[src/rtl/security_pkg.sv]
// Shared types and default constants for the entry-lockout security path.
package security_pkg;

  typedef enum logic [2:0] {
    ARMED    = 3'd0,
    COUNT    = 3'd1,
    RELEASE  = 3'd2,
    UNLOCKED = 3'd3,
    ALARM    = 3'd4
  } state_e;

  localparam int MAX_TRIES_D    = 3;
  localparam int LOCK_SECS_D    = 3;
  localparam int MAX_LOCKOUTS_D = 2;

endpackage

[src/rtl/lockout_sequencer_if.sv]
// Keypad-event inputs and status outputs of the lockout sequencer.
interface lockout_sequencer_if #(
  parameter int CW = 4
);
  import security_pkg::*;

  logic          tick;
  logic          pass_ok;
  logic          pass_fail;
  logic          relock;
  logic          admin_clr;
  logic [1:0]    tries_left;
  logic [CW-1:0] count;
  logic          entry_en;
  logic          unlocked;
  logic          alarm;
  logic          rst_all;

  modport master (
    output tick, pass_ok, pass_fail, relock, admin_clr,
    input  tries_left, count, entry_en, unlocked, alarm, rst_all
  );

  modport slave (
    input  tick, pass_ok, pass_fail, relock, admin_clr,
    output tries_left, count, entry_en, unlocked, alarm, rst_all
  );

endinterface

[src/rtl/lockout_sequencer_timer.sv]
// Loadable tick-enabled down-counter; done fires on a tick while already at zero.
module lockout_timer
  import security_pkg::*;
#(
  parameter int CW       = 4,
  parameter int LOAD_VAL = LOCK_SECS_D
) (
  input  logic          clk,
  input  logic          rst,
  input  logic          load,
  input  logic          en,
  input  logic          tick,
  output logic [CW-1:0] count,
  output logic          done
);

  logic [CW-1:0] count_d;
  logic [CW-1:0] count_q;

  // Next count: load wins, otherwise decrement on enabled ticks until zero.
  always_comb begin
    count_d = count_q;
    if (load) begin
      count_d = CW'(LOAD_VAL);
    end else if (en && tick && (count_q != {CW{1'b0}})) begin
      count_d = count_q - {{(CW-1){1'b0}}, 1'b1};
    end else begin
      count_d = count_q;
    end
  end

  // Count register.
  always_ff @(posedge clk) begin
    if (rst) begin
      count_q <= CW'(LOAD_VAL);
    end else begin
      count_q <= count_d;
    end
  end

  assign count = count_q;
  assign done  = en && tick && (count_q == {CW{1'b0}});

endmodule

[src/rtl/lockout_sequencer.sv]
// Failed-attempt counter and lockout/alarm sequencer between the password comparator and the countdown display.
module lockout_sequencer
  import security_pkg::*;
#(
  parameter int MAX_TRIES    = MAX_TRIES_D,
  parameter int LOCK_SECS    = LOCK_SECS_D,
  parameter int MAX_LOCKOUTS = MAX_LOCKOUTS_D,
  parameter int CW           = 4
) (
  input  logic                 clk,
  input  logic                 rst,
  lockout_sequencer_if.slave   bus
);

  localparam int LW = $clog2(MAX_LOCKOUTS + 1);

  state_e        state_d, state_q;
  logic [1:0]    tries_d, tries_q;
  logic [LW-1:0] lockouts_d, lockouts_q;
  logic [LW-1:0] lockouts_inc_s;
  logic          entry_en_d, entry_en_q;
  logic          unlocked_d, unlocked_q;
  logic          alarm_d, alarm_q;
  logic          rst_all_d, rst_all_q;
  logic          timer_load_s;
  logic          timer_en_s;
  logic          timer_done_s;
  logic [CW-1:0] timer_count_s;

  // Entry into COUNT happens from ARMED, where the timer is disabled, so a coincident tick is ignored.
  assign timer_en_s   = (state_q == COUNT);
  assign timer_load_s = (state_q != COUNT) || (state_d != COUNT);

  lockout_timer #(
    .CW       (CW),
    .LOAD_VAL (LOCK_SECS)
  ) u_timer (
    .clk   (clk),
    .rst   (rst),
    .load  (timer_load_s),
    .en    (timer_en_s),
    .tick  (bus.tick),
    .count (timer_count_s),
    .done  (timer_done_s)
  );

  assign lockouts_inc_s = lockouts_q + {{(LW-1){1'b0}}, 1'b1};

  // Next-state, attempt and lockout counter logic.
  always_comb begin
    state_d    = state_q;
    tries_d    = tries_q;
    lockouts_d = lockouts_q;
    case (state_q)
      ARMED: begin
        if (bus.pass_fail) begin
          if (tries_q > 2'd1) begin
            tries_d = tries_q - 2'd1;
          end else begin
            tries_d    = 2'd0;
            lockouts_d = lockouts_inc_s;
            if (lockouts_inc_s == LW'(MAX_LOCKOUTS)) begin
              state_d = ALARM;
            end else begin
              state_d = COUNT;
            end
          end
        end else if (bus.pass_ok) begin
          state_d    = UNLOCKED;
          tries_d    = 2'(MAX_TRIES);
          lockouts_d = {LW{1'b0}};
        end else begin
          state_d = ARMED;
        end
      end
      COUNT: begin
        if (bus.admin_clr) begin
          state_d    = RELEASE;
          tries_d    = 2'(MAX_TRIES);
          lockouts_d = {LW{1'b0}};
        end else if (timer_done_s) begin
          state_d = RELEASE;
          tries_d = 2'(MAX_TRIES);
        end else begin
          state_d = COUNT;
        end
      end
      RELEASE: begin
        state_d = ARMED;
        tries_d = 2'(MAX_TRIES);
      end
      UNLOCKED: begin
        if (bus.relock) begin
          state_d = ARMED;
        end else begin
          state_d = UNLOCKED;
        end
      end
      ALARM: begin
        if (bus.admin_clr) begin
          state_d    = RELEASE;
          tries_d    = 2'(MAX_TRIES);
          lockouts_d = {LW{1'b0}};
        end else begin
          state_d = ALARM;
        end
      end
      default: begin
        state_d    = ARMED;
        tries_d    = 2'(MAX_TRIES);
        lockouts_d = {LW{1'b0}};
      end
    endcase
  end

  // Outputs are registered from the next state so they line up with state_q.
  always_comb begin
    entry_en_d = (state_d == ARMED);
    unlocked_d = (state_d == UNLOCKED);
    alarm_d    = (state_d == ALARM);
    rst_all_d  = (state_d == RELEASE);
  end

  // State, counters and output registers.
  always_ff @(posedge clk) begin
    if (rst) begin
      state_q    <= ARMED;
      tries_q    <= 2'(MAX_TRIES);
      lockouts_q <= {LW{1'b0}};
      entry_en_q <= 1'b1;
      unlocked_q <= 1'b0;
      alarm_q    <= 1'b0;
      rst_all_q  <= 1'b0;
    end else begin
      state_q    <= state_d;
      tries_q    <= tries_d;
      lockouts_q <= lockouts_d;
      entry_en_q <= entry_en_d;
      unlocked_q <= unlocked_d;
      alarm_q    <= alarm_d;
      rst_all_q  <= rst_all_d;
    end
  end

  assign bus.tries_left = tries_q;
  assign bus.count      = timer_count_s;
  assign bus.entry_en   = entry_en_q;
  assign bus.unlocked   = unlocked_q;
  assign bus.alarm      = alarm_q;
  assign bus.rst_all    = rst_all_q;

endmodule
[src/flat_wrapper.sv]
// flat-port wrapper written by rule: the top's interface ports become plain ports
module lockout_sequencer_flat import security_pkg::*;
#(
  parameter int MAX_TRIES    = MAX_TRIES_D,
  parameter int LOCK_SECS    = LOCK_SECS_D,
  parameter int MAX_LOCKOUTS = MAX_LOCKOUTS_D,
  parameter int CW           = 4
)
  (clk, rst, bus_tick, bus_pass_ok, bus_pass_fail, bus_relock, bus_admin_clr, bus_tries_left, bus_count, bus_entry_en, bus_unlocked, bus_alarm, bus_rst_all);
  lockout_sequencer_if #(.CW(CW)) bus_i ();
  input  logic clk;
  input  logic rst;
  input wire logic [$bits(bus_i.tick)-1:0] bus_tick;
  input wire logic [$bits(bus_i.pass_ok)-1:0] bus_pass_ok;
  input wire logic [$bits(bus_i.pass_fail)-1:0] bus_pass_fail;
  input wire logic [$bits(bus_i.relock)-1:0] bus_relock;
  input wire logic [$bits(bus_i.admin_clr)-1:0] bus_admin_clr;
  output wire logic [$bits(bus_i.tries_left)-1:0] bus_tries_left;
  output wire logic [$bits(bus_i.count)-1:0] bus_count;
  output wire logic [$bits(bus_i.entry_en)-1:0] bus_entry_en;
  output wire logic [$bits(bus_i.unlocked)-1:0] bus_unlocked;
  output wire logic [$bits(bus_i.alarm)-1:0] bus_alarm;
  output wire logic [$bits(bus_i.rst_all)-1:0] bus_rst_all;
  assign bus_i.tick = bus_tick;
  assign bus_i.pass_ok = bus_pass_ok;
  assign bus_i.pass_fail = bus_pass_fail;
  assign bus_i.relock = bus_relock;
  assign bus_i.admin_clr = bus_admin_clr;
  assign bus_tries_left = bus_i.tries_left;
  assign bus_count = bus_i.count;
  assign bus_entry_en = bus_i.entry_en;
  assign bus_unlocked = bus_i.unlocked;
  assign bus_alarm = bus_i.alarm;
  assign bus_rst_all = bus_i.rst_all;
  lockout_sequencer #(.MAX_TRIES(MAX_TRIES), .LOCK_SECS(LOCK_SECS), .MAX_LOCKOUTS(MAX_LOCKOUTS), .CW(CW)) u_core (.clk(clk), .rst(rst), .bus(bus_i));
endmodule
[config.mk]
export PLATFORM = sky130hd
export DESIGN_NAME = lockout_sequencer_flat
export DESIGN_NICKNAME = d
export VERILOG_FILES = /design/src/rtl/security_pkg.sv /design/src/rtl/lockout_sequencer_if.sv /design/src/rtl/lockout_sequencer_timer.sv /design/src/rtl/lockout_sequencer.sv /design/src/flat_wrapper.sv
export SDC_FILE = /design/constraint.sdc
export NUM_CORES = 1
export LEC_CHECK = 0
export ABC_AREA = 0
export BUFFER_PORTS_ARGS = -buffer_cell sky130_fd_sc_hd__buf_2
export CAP_MARGIN = 20
export CORE_UTILIZATION = 51
export CTS_CLUSTER_DIAMETER = 150
export DETAILED_ROUTE_END_ITERATION = 16
export GPL_ROUTABILITY_DRIVEN = 0
export PLACE_DENSITY = 0.86
export SYNTH_ARGS = -nofsm -noshare
export SYNTH_HDL_FRONTEND = slang
export SYNTH_SLANG_ARGS = --single-unit
[constraint.sdc]
create_clock -name clk -period 1.87 [get_ports clk]
set_input_delay 0.0935 -clock clk [delete_from_list [all_inputs] [get_ports clk]]
set_output_delay 0.0935 -clock clk [all_outputs]
set_load 0.05 [all_outputs]
==> flow_metrics.tcl <==
set metrics [dict create \
    start_util_pct 56.8 \
    synth_compound_area_share_pct 18.9 \
    cts_tree "done" \
    required_ps 2080 \
    fmax_ghz 0.554 \
    seq_area_um2 310 \
    slowest_delay_ps 360 \
    drt_wl_total_mm 1.59 \
    hpwl_mm 1.17 \
    overflow 0 \
    skew_ps 2.69 \
    place_ws_ps 48.0 \
    die_x_um 40.8 \
    cts_made_buffers 3 \
    h-tree-depth 1 \
    io_buffers 16 \
    crit_path_start_kind "flop" \
    ant_nets 0 \
    syn2layout_area_growth_pct 18.8 \
    worst-path-buf-inv 1 \
    status "completed" \
    worst_pin_slew_ps 377 \
    grt_pass1_vias 551 \
    finalNonFillerCells 121 \
    worst_slack_ps 65.6 \
    max-clock-path-buffers 2 \
    fin_util_pct 67.5 \
    syn_inst 88 \
    viasPerCell 5.85 \
    nNetsFinal 117 \
    placementRows 13 \
    critPathArrivalTime_ps 2010 \
    floorplan.die.height_um 40.8 \
    peakVddDrop_uv 571 \
    die_area_um2 1660 \
    leakagePower_uw 0.000363 \
    maxCapViolations 0 \
    setup_tns_ps 0 \
    root_buffer "clkbuf_4" \
    finalCritPeriodShare_pct 96.5 \
    clock_sinks 15 \
    num_vias 708 \
    path_cells "inv_2, ha_2, and4bb_1, or3_4, or3_4, a311oi_2" \
    synth_cell_types 35 \
    report.final.slew_viol_count 0 \
    coreArea_um2 1350 \
    synth-simple-area-share_pct 30.2 \
    drt-initial-drc-count 37 \
    setup_viol_count_final 0 \
    holdCritPathClass "input port to flop" \
    dp.cells 116 \
    synthAdderAreaFrac_pct 4.89 \
    synth_nets 98 \
    finalHoldViolations 0 \
    synth_top_family_by_area "simple AND/OR/NAND/NOR gates" \
    power.density_nw_per_um2 731 \
    synthesis.area_um2 767 \
    multiInputGateArea_um2 445 \
    slew_headroom_pct 74.7 \
    crit_path_max_fanout 3 \
    ys_ff_latch 15 \
    cp-end-kind "flop" \
    nFillCells 114 \
    ios 17 \
    totalPowerFinal_uw 666 \
    fin_crit_ps 1800 \
    clock_latency_ps 290 \
    remaining_drc_errors 0 \
    grt_max_degree 14 \
    avgSynthCellArea_um2 8.72 \
    crit_slowest_cell "dfxtp_4" \
    synth-xor-area-share_pct 2.28 \
    drt-pass1-iter-count 4 \
    yosys_warnings 0 \
    drive_above_1_share_pct 31.1 \
    crit_family "simple AND/OR/NAND/NOR gates" \
    timing_worst_setup_path_type "flop to flop" \
    cts.reportedPaths.clkPinSlew_ps 90 \
    cpMostUsedCell "or3_4" \
    n_antenna_cell 0 \
    track_usage_pct 22.6 \
    wl_per_cell_um 13.2 \
    antenna_found_initial 0 \
    grt_pass1_wl_mm 2.35 \
    synth.mux.area_fraction_pct 0 \
    ys_seq_area_share_pct 39.2 \
]
-- worst reg2reg max path, stage by stage (launching register included) --
cell	delay, ps
dfxtp_4	360
inv_2	50
ha_2	180
and4bb_1	210
or3_4	340
or3_4	350
a311oi_2	230
-- flip-flops by register name, indices dropped and copies added (netlist names) --
name and flops:
u_core.bus.alarm 1, u_core.state_q 3, u_core.bus.tries_left 2, u_core.u_timer.count 4
u_core.bus.entry_en 1, u_core.bus.rst_all 1, u_core.lockouts_q 2, u_core.bus.unlocked 1
-- routing by layer --
layer	share of wire [%]	GRT usage, %
met2	46	33.2
met1	45	27.2
met5	0	0
met3	7.6	9.78
met4	2.0	12.5
-- stage by stage --
| step | instance area, µm² | hold WS [ps] |
|---|---|---|
| floorplan | 777 | 198 |
| global placement | 860 | 418 |
| detailed placement | 860 | 424 |
| CTS | 890 | 111 |
| global route | 911 | 124 |
| finish | 911 | 127 |
-- path summary, 6_finish.rpt --
| kind | from | end | slack [ps] | cells past startpoint |
|---|---|---|---|---|
| worst max-delay path | u_core.u_timer.count[0] | u_core.u_timer.count[2] | 70 | 6 |
| worst min-delay path | bus_pass_fail | u_core.bus.tries_left[0] | 130 | 3 |
| worst max register to register | u_core.u_timer.count[0] | u_core.u_timer.count[2] | 70 | 6 |
| worst min register to register | u_core.lockouts_q[1] | u_core.lockouts_q[1] | 480 | 2 |
-- cell families after synthesis --
group / Yosys count
flip-flops: 15
adder cells (fa/ha/maj): 3
XOR/XNOR: 2
AO/OA/AOI/OAI: 21
AND/OR/NAND/NOR: 39
buffers and inverters: 8
-- cell usage in the layout (no fill, tap or decap), types with 2 or more instances in the layout --
cell       n
or3_4      2
o211ai_1   2
clkbuf_4   3
nand2_1    5
a21oi_1    4
ha_1       2
dfxtp_4    2
dfxtp_2    2
inv_1      4
nor3b_1    2
or4_1      4
dfxtp_1   11
nand3_1    2
nor3_1     5
o21ai_0    5
nor2_1     9
buf_2     16
nand2b_1   4
-- where the power goes --
part / total, µW / internal [µW] / switching, µW
combinational: 131 / 47.4 / 83.5
clock: 190 / 81.6 / 108
sequential: 345 / 331 / 13.8
-- layout make-up --
cell class	count	share of cell area [%]
clock buffers	3	2.47
clock inverters	1	0.824
inverters	5	2.06
multi-input cells	65	48.9
flip-flops and latches	15	34.1
well taps	15	2.06
repair buffers	17	9.62
-- cell usage after synthesis, drive strengths merged --
library cell,count,share of area [%]
a21oi,4,2.6
a31oi,1,0.82
or3b,2,2.3
xor2,1,1.1
nand2,5,2.4
nor3b,2,2.0
nand3b,1,0.98
o311a,1,1.3
and4bb,2,3.3
or4,4,3.9
a21o,1,0.98
o211ai,2,2.0
nand2b,4,3.3
dfxtp,15,39
xnor2,1,1.1
o21ai,5,3.3
a221o,1,1.3
or3,3,3.1
ha,3,4.9
clkbuf,1,0.49
nor2,9,4.4
a311oi,1,1.1
nor3,5,3.3
nand3,2,1.3
o21bai,1,0.98
o221ai,1,1.1
a32o,1,1.3
a22oi,1,0.98
inv,5,2.4
a31o,1,1.1
buf,2,1.6
-- repair_timing --
action / CTS / global route
endpoints found under the setup margin: 0 / 2
hold buffers: 0 / 0
setup buffers: 0 / 1
gates resized for setup: 0 / 3
Note: power is estimated with default switching activity, not from simulation.
